`src/rtl/if_fetch_resp_if.sv`:
```
// Fetch-response bundle: IF request, instruction-memory port and ID output.
// slave = the fetch responder, master = the surrounding IF/memory/ID side.
interface if_fetch_resp_if #(
  parameter int unsigned ADDR_W = 64,
  parameter int unsigned DATA_W = 64
);
  logic              req_valid;
  logic [ADDR_W-1:0] req_pc;
  logic              req_ready;
  logic              flush;
  logic              mem_req_valid;
  logic [ADDR_W-1:0] mem_req_addr;
  logic              mem_req_ready;
  logic              mem_resp_valid;
  logic [DATA_W-1:0] mem_resp_data;
  logic              inst_valid;
  logic              inst_ready;
  logic [31:0]       inst;
  logic [ADDR_W-1:0] inst_pc;
  logic              inst_misal;

  modport slave (
    input  req_valid, req_pc, flush, mem_req_ready, mem_resp_valid,
           mem_resp_data, inst_ready,
    output req_ready, mem_req_valid, mem_req_addr, inst_valid, inst,
           inst_pc, inst_misal
  );

  modport master (
    output req_valid, req_pc, flush, mem_req_ready, mem_resp_valid,
           mem_resp_data, inst_ready,
    input  req_ready, mem_req_valid, mem_req_addr, inst_valid, inst,
           inst_pc, inst_misal
  );
endinterface

```
`src/rtl/if_fetch_resp.sv`:
```
// Fetch responder: single-outstanding I-memory read per accepted PC, selects
// the 32-bit half of the returned word and holds it for ID until consumed.
module if_fetch_resp #(
  parameter int unsigned ADDR_W   = 64,
  parameter int unsigned DATA_W   = 64,
  parameter logic [31:0] NOP_INST = 32'h00000013
) (
  input  logic             clk,
  input  logic             rst,
  if_fetch_resp_if.slave   bus
);

  typedef enum logic [1:0] {IDLE, REQ, WAIT, HOLD} state_t;

  state_t            state;
  logic              kill;
  logic [ADDR_W-1:0] pc_q;
  logic              fire;
  logic              misal;

  always_comb begin
    bus.req_ready = ~bus.flush & ~kill &
                    ((state == IDLE) | ((state == HOLD) & bus.inst_ready));
    fire  = bus.req_valid & bus.req_ready;
    misal = |bus.req_pc[1:0];
  end

  always_ff @(posedge clk or posedge rst) begin
    if (rst) begin
      state             <= IDLE;
      kill              <= 1'b0;
      pc_q              <= '0;
      bus.mem_req_valid <= 1'b0;
      bus.mem_req_addr  <= '0;
      bus.inst_valid    <= 1'b0;
      bus.inst          <= '0;
      bus.inst_pc       <= '0;
      bus.inst_misal    <= 1'b0;
    end else begin
      unique case (state)
        IDLE: ;
        REQ: begin
          // A flushed request is still completed so the bus sees no withdrawal.
          if (bus.flush) kill <= 1'b1;
          if (bus.mem_req_ready) begin
            bus.mem_req_valid <= 1'b0;
            state             <= WAIT;
          end
        end
        WAIT: begin
          if (bus.mem_resp_valid) begin
            if (kill | bus.flush) begin
              kill  <= 1'b0;
              state <= IDLE;
            end else begin
              bus.inst       <= pc_q[2] ? bus.mem_resp_data[63:32]
                                        : bus.mem_resp_data[31:0];
              bus.inst_pc    <= pc_q;
              bus.inst_misal <= 1'b0;
              bus.inst_valid <= 1'b1;
              state          <= HOLD;
            end
          end else if (bus.flush) begin
            kill <= 1'b1;
          end
        end
        HOLD: begin
          if (bus.flush | bus.inst_ready) begin
            bus.inst_valid <= 1'b0;
            state          <= IDLE;
          end
        end
        default: state <= IDLE;
      endcase

      // Acceptance overrides the per-state defaults above (IDLE or drained HOLD).
      if (fire) begin
        if (misal) begin
          bus.inst       <= NOP_INST;
          bus.inst_pc    <= bus.req_pc;
          bus.inst_misal <= 1'b1;
          bus.inst_valid <= 1'b1;
          state          <= HOLD;
        end else begin
          pc_q              <= bus.req_pc;
          bus.mem_req_valid <= 1'b1;
          bus.mem_req_addr  <= {bus.req_pc[ADDR_W-1:3], 3'b000};
          state             <= REQ;
        end
      end
    end
  end

endmodule

```
`src/flat_wrapper.sv`:
```
// flat-port wrapper written by rule: the top's interface ports become plain ports
module if_fetch_resp_flat 
#(
  parameter int unsigned ADDR_W   = 64,
  parameter int unsigned DATA_W   = 64,
  parameter logic [31:0] NOP_INST = 32'h00000013
)
  (clk, rst, bus_req_valid, bus_req_pc, bus_flush, bus_mem_req_ready, bus_mem_resp_valid, bus_mem_resp_data, bus_inst_ready, bus_req_ready, bus_mem_req_valid, bus_mem_req_addr, bus_inst_valid, bus_inst, bus_inst_pc, bus_inst_misal);
  if_fetch_resp_if #(.ADDR_W(ADDR_W), .DATA_W(DATA_W)) bus_i ();
  input  logic clk;
  input  logic rst;
  input wire logic [$bits(bus_i.req_valid)-1:0] bus_req_valid;
  input wire logic [$bits(bus_i.req_pc)-1:0] bus_req_pc;
  input wire logic [$bits(bus_i.flush)-1:0] bus_flush;
  input wire logic [$bits(bus_i.mem_req_ready)-1:0] bus_mem_req_ready;
  input wire logic [$bits(bus_i.mem_resp_valid)-1:0] bus_mem_resp_valid;
  input wire logic [$bits(bus_i.mem_resp_data)-1:0] bus_mem_resp_data;
  input wire logic [$bits(bus_i.inst_ready)-1:0] bus_inst_ready;
  output wire logic [$bits(bus_i.req_ready)-1:0] bus_req_ready;
  output wire logic [$bits(bus_i.mem_req_valid)-1:0] bus_mem_req_valid;
  output wire logic [$bits(bus_i.mem_req_addr)-1:0] bus_mem_req_addr;
  output wire logic [$bits(bus_i.inst_valid)-1:0] bus_inst_valid;
  output wire logic [$bits(bus_i.inst)-1:0] bus_inst;
  output wire logic [$bits(bus_i.inst_pc)-1:0] bus_inst_pc;
  output wire logic [$bits(bus_i.inst_misal)-1:0] bus_inst_misal;
  assign bus_i.req_valid = bus_req_valid;
  assign bus_i.req_pc = bus_req_pc;
  assign bus_i.flush = bus_flush;
  assign bus_i.mem_req_ready = bus_mem_req_ready;
  assign bus_i.mem_resp_valid = bus_mem_resp_valid;
  assign bus_i.mem_resp_data = bus_mem_resp_data;
  assign bus_i.inst_ready = bus_inst_ready;
  assign bus_req_ready = bus_i.req_ready;
  assign bus_mem_req_valid = bus_i.mem_req_valid;
  assign bus_mem_req_addr = bus_i.mem_req_addr;
  assign bus_inst_valid = bus_i.inst_valid;
  assign bus_inst = bus_i.inst;
  assign bus_inst_pc = bus_i.inst_pc;
  assign bus_inst_misal = bus_i.inst_misal;
  if_fetch_resp #(.ADDR_W(ADDR_W), .DATA_W(DATA_W), .NOP_INST(NOP_INST)) u_core (.clk(clk), .rst(rst), .bus(bus_i));
endmodule
```
`config.mk`:
```
export PLATFORM = sky130hd
export DESIGN_NAME = if_fetch_resp_flat
export DESIGN_NICKNAME = d
export VERILOG_FILES = /design/src/rtl/if_fetch_resp_if.sv /design/src/rtl/if_fetch_resp.sv /design/src/flat_wrapper.sv
export SDC_FILE = /design/constraint.sdc
export NUM_CORES = 1
export LEC_CHECK = 0
export ABC_AREA = 1
export ABC_CLOCK_PERIOD_IN_PS = 11500
export BUFFER_PORTS_ARGS = -buffer_cell sky130_fd_sc_hd__clkbuf_2
export CORE_ASPECT_RATIO = 0.7
export CORE_MARGIN = 8
export CORE_UTILIZATION = 50
export CTS_BUF_LIST = sky130_fd_sc_hd__clkbuf_8
export DETAILED_ROUTE_END_ITERATION = 6
export PLACE_DENSITY = 0.81
export SYNTH_ARGS = -nofsm -noshare
export SYNTH_HDL_FRONTEND = slang
export SYNTH_SLANG_ARGS = --single-unit
export TNS_END_PERCENT = 20
```
`constraint.sdc`:
```
create_clock -name clk -period 11.5 [get_ports clk]
set_clock_uncertainty 0.05 [all_clocks]
set_input_delay 0 -clock clk [delete_from_list [all_inputs] [get_ports clk]]
set_output_delay 0 -clock clk [all_outputs]
set_load 0.05 [all_outputs]
```
## Yosys cells after proc, flatten, opt, wreduce, memory -nomap -nowiden

Index checks and enable logic that the tools add are counted.
W data, S select, Z words.

- Multiplexer cells: 37
- Equal/unequal tests: 7
- Reduce and logical (&&, ||, !) cells: 7
- Bitwise logic cells: 10

Operators by type and width:

| operator | number |
|---|---|
| $mux W64 | 5 |
| $mux W32 | 6 |
| $mux W1 | 17 |
| $mux W2 | 6 |
| $ne A3 B2 Y1 const B | 4 |
| $pmux W2 S3 | 1 |
| $and A1 B1 Y1 | 4 |
| $eq A2 B2 Y1 const B | 2 |
| $pmux W1 S2 | 2 |
| $reduce_and A2 Y1 | 2 |
| $reduce_and A4 Y1 | 1 |
| $reduce_bool A4 Y1 | 1 |
| $not A1 Y1 | 3 |
| $or A1 B1 Y1 | 3 |
| $eq A2 B1 Y1 const B | 1 |
| $logic_not A2 Y1 | 1 |
| $reduce_bool A2 Y1 | 1 |
| $reduce_or A2 Y1 | 1 |

- Output and inout port bits: 164
- Bits of input ports: 135
- Flip-flop bits (word level): 227
- Logic and storage cells: 70

## Longest topological paths before layout

- Word-level depth: 7
- Mapped depth: 11
- Depth with buffers taken out: 10

## Worst setup path after synthesis

OpenSTA, ideal clock, no wires.

- Path kind: register to register
- Start: register u_core.state[0]
- End: register u_core.bus.inst_pc[11] (netlist name)
- Cell stages (with the launch flop): 12
- Required time: 11.333 ns
- Clock period less this slack: 1.578 ns
- Slack: 9.922 ns
- Data arrival time: 1.411 ns
- Cells stage by stage: dfrtp_1 -> inv_1 -> ha_1 -> nand2_1 -> inv_1 -> nand2_2 -> buf_2 -> buf_2 -> nand2_1 -> o21ai_0 -> nand2_1 -> nand2_1

- Cells in the longest elaborated chain, start to end: 6

RTL lines:

| element | RTL line | RTL |
|---|---|---|
| start: declaration | if_fetch_resp.sv:15 | `state_t state;` |
| start signal: assignment | if_fetch_resp.sv:30 | `state <= IDLE;` |
| start signal: assignment | if_fetch_resp.sv:47 | `state <= WAIT;` |
| start signal: assignment | if_fetch_resp.sv:54 | `state <= IDLE;` |
| $eq A2 B2 Y1 | if_fetch_resp.sv:23 | `((state == IDLE) \| ((state == HOLD) & bus.inst_ready));` |
| $and A1 B1 Y1 | if_fetch_resp.sv:23 |  |
| $or A1 B1 Y1 | if_fetch_resp.sv:23 |  |
| $and A1 B1 Y1 | if_fetch_resp.sv:22 | `bus.req_ready = ~bus.flush & ~kill &` |
| $and A1 B1 Y1 | if_fetch_resp.sv:24 | `fire = bus.req_valid & bus.req_ready;` |
| $mux W64 (*) | if_fetch_resp.sv:77 | `if (fire) begin` |
| end signal: assignment | if_fetch_resp.sv:58 | `bus.inst_pc <= pc_q;` |
| end signal: assignment | if_fetch_resp.sv:80 | `bus.inst_pc <= bus.req_pc;` |
| end: declaration | if_fetch_resp_if.sv:26 | `inst_pc, inst_misal` |

Every way passes the cells marked *; elsewhere a longest branch is shown, timed or not.
A chain may end at the register's enable or synchronous reset.

## Worst setup path in the final report

- Start: register u_core.state[0]
- End: register u_core.bus.inst[10]

- Cells in the longest elaborated chain, start to end: 6

RTL lines:

| element | RTL line | RTL |
|---|---|---|
| $eq A2 B2 Y1 | if_fetch_resp.sv:23 |  |
| $and A1 B1 Y1 | if_fetch_resp.sv:23 |  |
| $or A1 B1 Y1 | if_fetch_resp.sv:23 |  |
| $and A1 B1 Y1 | if_fetch_resp.sv:22 |  |
| $and A1 B1 Y1 | if_fetch_resp.sv:24 |  |
| $mux W32 (*) | if_fetch_resp.sv:77 |  |
| end signal: assignment | if_fetch_resp.sv:56 | `bus.inst <= pc_q[2] ? bus.mem_resp_data[63:32]` |
| end: declaration | if_fetch_resp_if.sv:25 | `output req_ready, mem_req_valid, mem_req_addr, inst_valid, inst,` |

Marked as above.

==> results.tsv <==
metric	value	unit
RSZ-0062 raised after global routing	no	
# hold bufs at CTS	134	
via count	8463	
PortBufs	295	
Routed Antenna Nets	0	
wirelength, routed	27.77	mm
post-synthesis mux area share	0	
largest family of logic cells by synthesized area	simple AND/OR/NAND/NOR gates	
slew margin rel.	0.2614	
total negative slack	0	ns
synth-to-layout area growth	34.25	%
number of iterations in the first detailed-routing pass	6	
initial antenna violation count	3	
global-route wire length before repair	43.84	mm
worst setup path class	reg -> reg	
Post-CTS Setup Bufs	0	
gr ovfl total	0	
pin count of the biggest net entering global routing	109	
critical path startpoint	u_core.state[0]$_DFFE_PP0P_	
clock buffer depth	2	
Die W	169.7	um
H-Tree Depth	4	
leakage	6.467	nW
synthesized area per cell	7.455	um^2
worst-margin pin slew	1.108	ns
Clock Tree Root	clkbuf_8	
Final Cycle Share	0.2649	
GPL Wtd Cong	0.8777	
clock slew at reported path FFs	0.10	ns
layout cells sized above 1	0.2339	
CTS tree	yes	
Netlist Area Pre-Place	8268	um^2
Hold Vio Cnt, Final	0	
WP data required	11.81	ns
Die Y	123.6	um
Worst R2R Start	u_core.state[0]$_DFFE_PP0P_	
final slew viol count	0	
Hold WC Path Type	in -> async	
Synth warnings	0	
Post-Syn Instances	1109	
post-CTS sizing	0	
CP Capture Type	flop	
CTS buffer count	17	
initial core utilization	0.5088	
Die Footprint	20970	um^2
Nets	1584	
drt drc	0	
Final Critical Period	3.046	ns
row count	39	
peak supply drop	0.2215	mV
final setup fails	0	
initial drt markers	1019	
clock sinks	166	
leading cell type in the layout, fill and taps excluded	nand2_1	
floorplan core area	16250	um^2
Synth Area in Simple Gates	0.2710	
Seq/Total Area, Yosys	0.5024	
maxcap violations	0	
vias in the first global route	8474	
vias per cell	5.020	
pwr dens	324.2	nW/um^2
drt wl/cell	16.47	um
Overall Power	3.598	mW
status	complete, no violations	
Peak Freq	328.3	MHz
count of unique library cells instantiated by Yosys	23	
FF+latch count, synth	166	
Synth Area in Compound Gates	0.07733	
crit path DAT	3.35	ns
Clock Latency Late Sink	0.46	ns
most frequent cells in the layout	nand2_1, clkbuf_2, dfrtp_1	
I/O pins	299	
post-DP HPWL	16.49	mm
Synth Area in XOR/XNOR	0	
GRT Total Usage	0.2616	
largest fanout on the critical path	54	
adder-cell area share of the yosys netlist	0.006053	
Fillers	1249	
startpoint type of the worst setup path	flop	
==> path summary, 6_finish.rpt <==
path	end	slack, ns	cells after the start
setup / recovery	u_core.bus.inst[10]$_DFF_PP0_	8.45	10
setup reg to reg	u_core.bus.inst[10]$_DFF_PP0_	8.45	10
hold reg to reg	u_core.pc_q[0]$_DFFE_PP0P_	0.42	2
min in group clk	u_core.bus.inst_pc[58]$_DFF_PP0_	0.24	4
max in group asynchronous	u_core.state[0]$_DFFE_PP0P_	9.79	4
hold / removal	u_core.bus.inst_pc[51]$_DFF_PP0_	0.23	3
==> state kept, by name (all words and copies together), names as in the netlist <==
signal                    flops
u_core.bus.mem_req_addr       1
u_core.kill                   1
u_core.bus.inst_pc           64
u_core.pc_q                  63
u_core.bus.mem_req_valid      1
u_core.state                  2
u_core.bus.inst_valid         1
u_core.bus.inst              32
u_core.bus.inst_misal         1
==> final cells by class <==
type	instances	area [um^2]	share of cell area
clock buffer	17	234.0	0.02108
tap	225	281.5	0.02536
inverter	108	410.4	0.03697
sequential	166	4154	0.3743
clock inverter	15	193.9	0.01747
antenna	3	7.507	0.0006764
multi-input combinational	717	2955	0.2663
timing repair buffer	435	2863	0.2579
==> worst max-delay path, cell delays in order (launching register included) <==
cell and delay [ns]:
dfrtp_1 0.40, inv_1 0.08, ha_1 0.25, nand2_1 0.08
inv_1 0.06, nand2_4 0.42, clkinv_1 0.98, nand2_1 0.35
nand2_1 0.10, nand2_1 0.09, inv_1 0.07
==> per-layer routing <==
layer	vias to the layer above	wire length, um	track usage
li1	3949	-	-
met1	3896	10290	0.3039
met2	522	13190	0.4315
met3	96	3317	0.09500
met4	0	969	0.1240
met5	-	0	0
==> cell usage after synthesis <==
library cell  instances  share of area
a31oi_1               1        0.00076
buf_2                31          0.019
a21oi_1               1        0.00060
nand4_2               1         0.0015
o211ai_1              1        0.00091
dfrtp_1             166           0.50
o21ai_1              48          0.029
conb_1                1        0.00045
nand2_2               2         0.0015
inv_2                 1        0.00045
nand3_1               6         0.0036
buf_4                64          0.058
nand2_1             566           0.26
ha_1                  4         0.0061
nor2_1                4         0.0018
buf_6                 6         0.0082
clkinv_1              2        0.00091
clkbuf_1             19         0.0086
or2_2                 1        0.00076
o21ai_0              76          0.046
inv_1               105          0.048
nor2_4                2         0.0027
nand3_4               1         0.0021
==> metrics by stage <==
step	instance area, um^2	setup WS [ns]	hold WS [ns]	util	instances
after floorplan	8275	6.960	0.05714	-	1111
after global placement	9323	8.735	0.1660	0.5737	1517
after detailed placement	9323	8.663	0.1721	0.5737	1517
after CTS	11090	8.659	0.1985	0.6826	1683
after global routing	11100	8.270	0.2273	0.6831	1686
final	11100	8.454	0.2266	0.6831	1686
==> kinds of logic after synthesis <==
kind of cell             Yosys count
buffers and inverters            228
AND/OR/NAND/NOR                  583
AO/OA/AOI/OAI                    127
flip-flops                       166
other                              1
adder cells (fa/ha/maj)            4
==> power breakdown <==
group / internal [mW] / leakage (nW) / switching (mW)
clock network: 0.221 / 0.210 / 0.240
registers: 0.862 / 2.00 / 0.178
logic: 0.497 / 4.25 / 1.60
total: 1.58 / 6.47 / 2.02
Power figures use the tool's default switching activity.
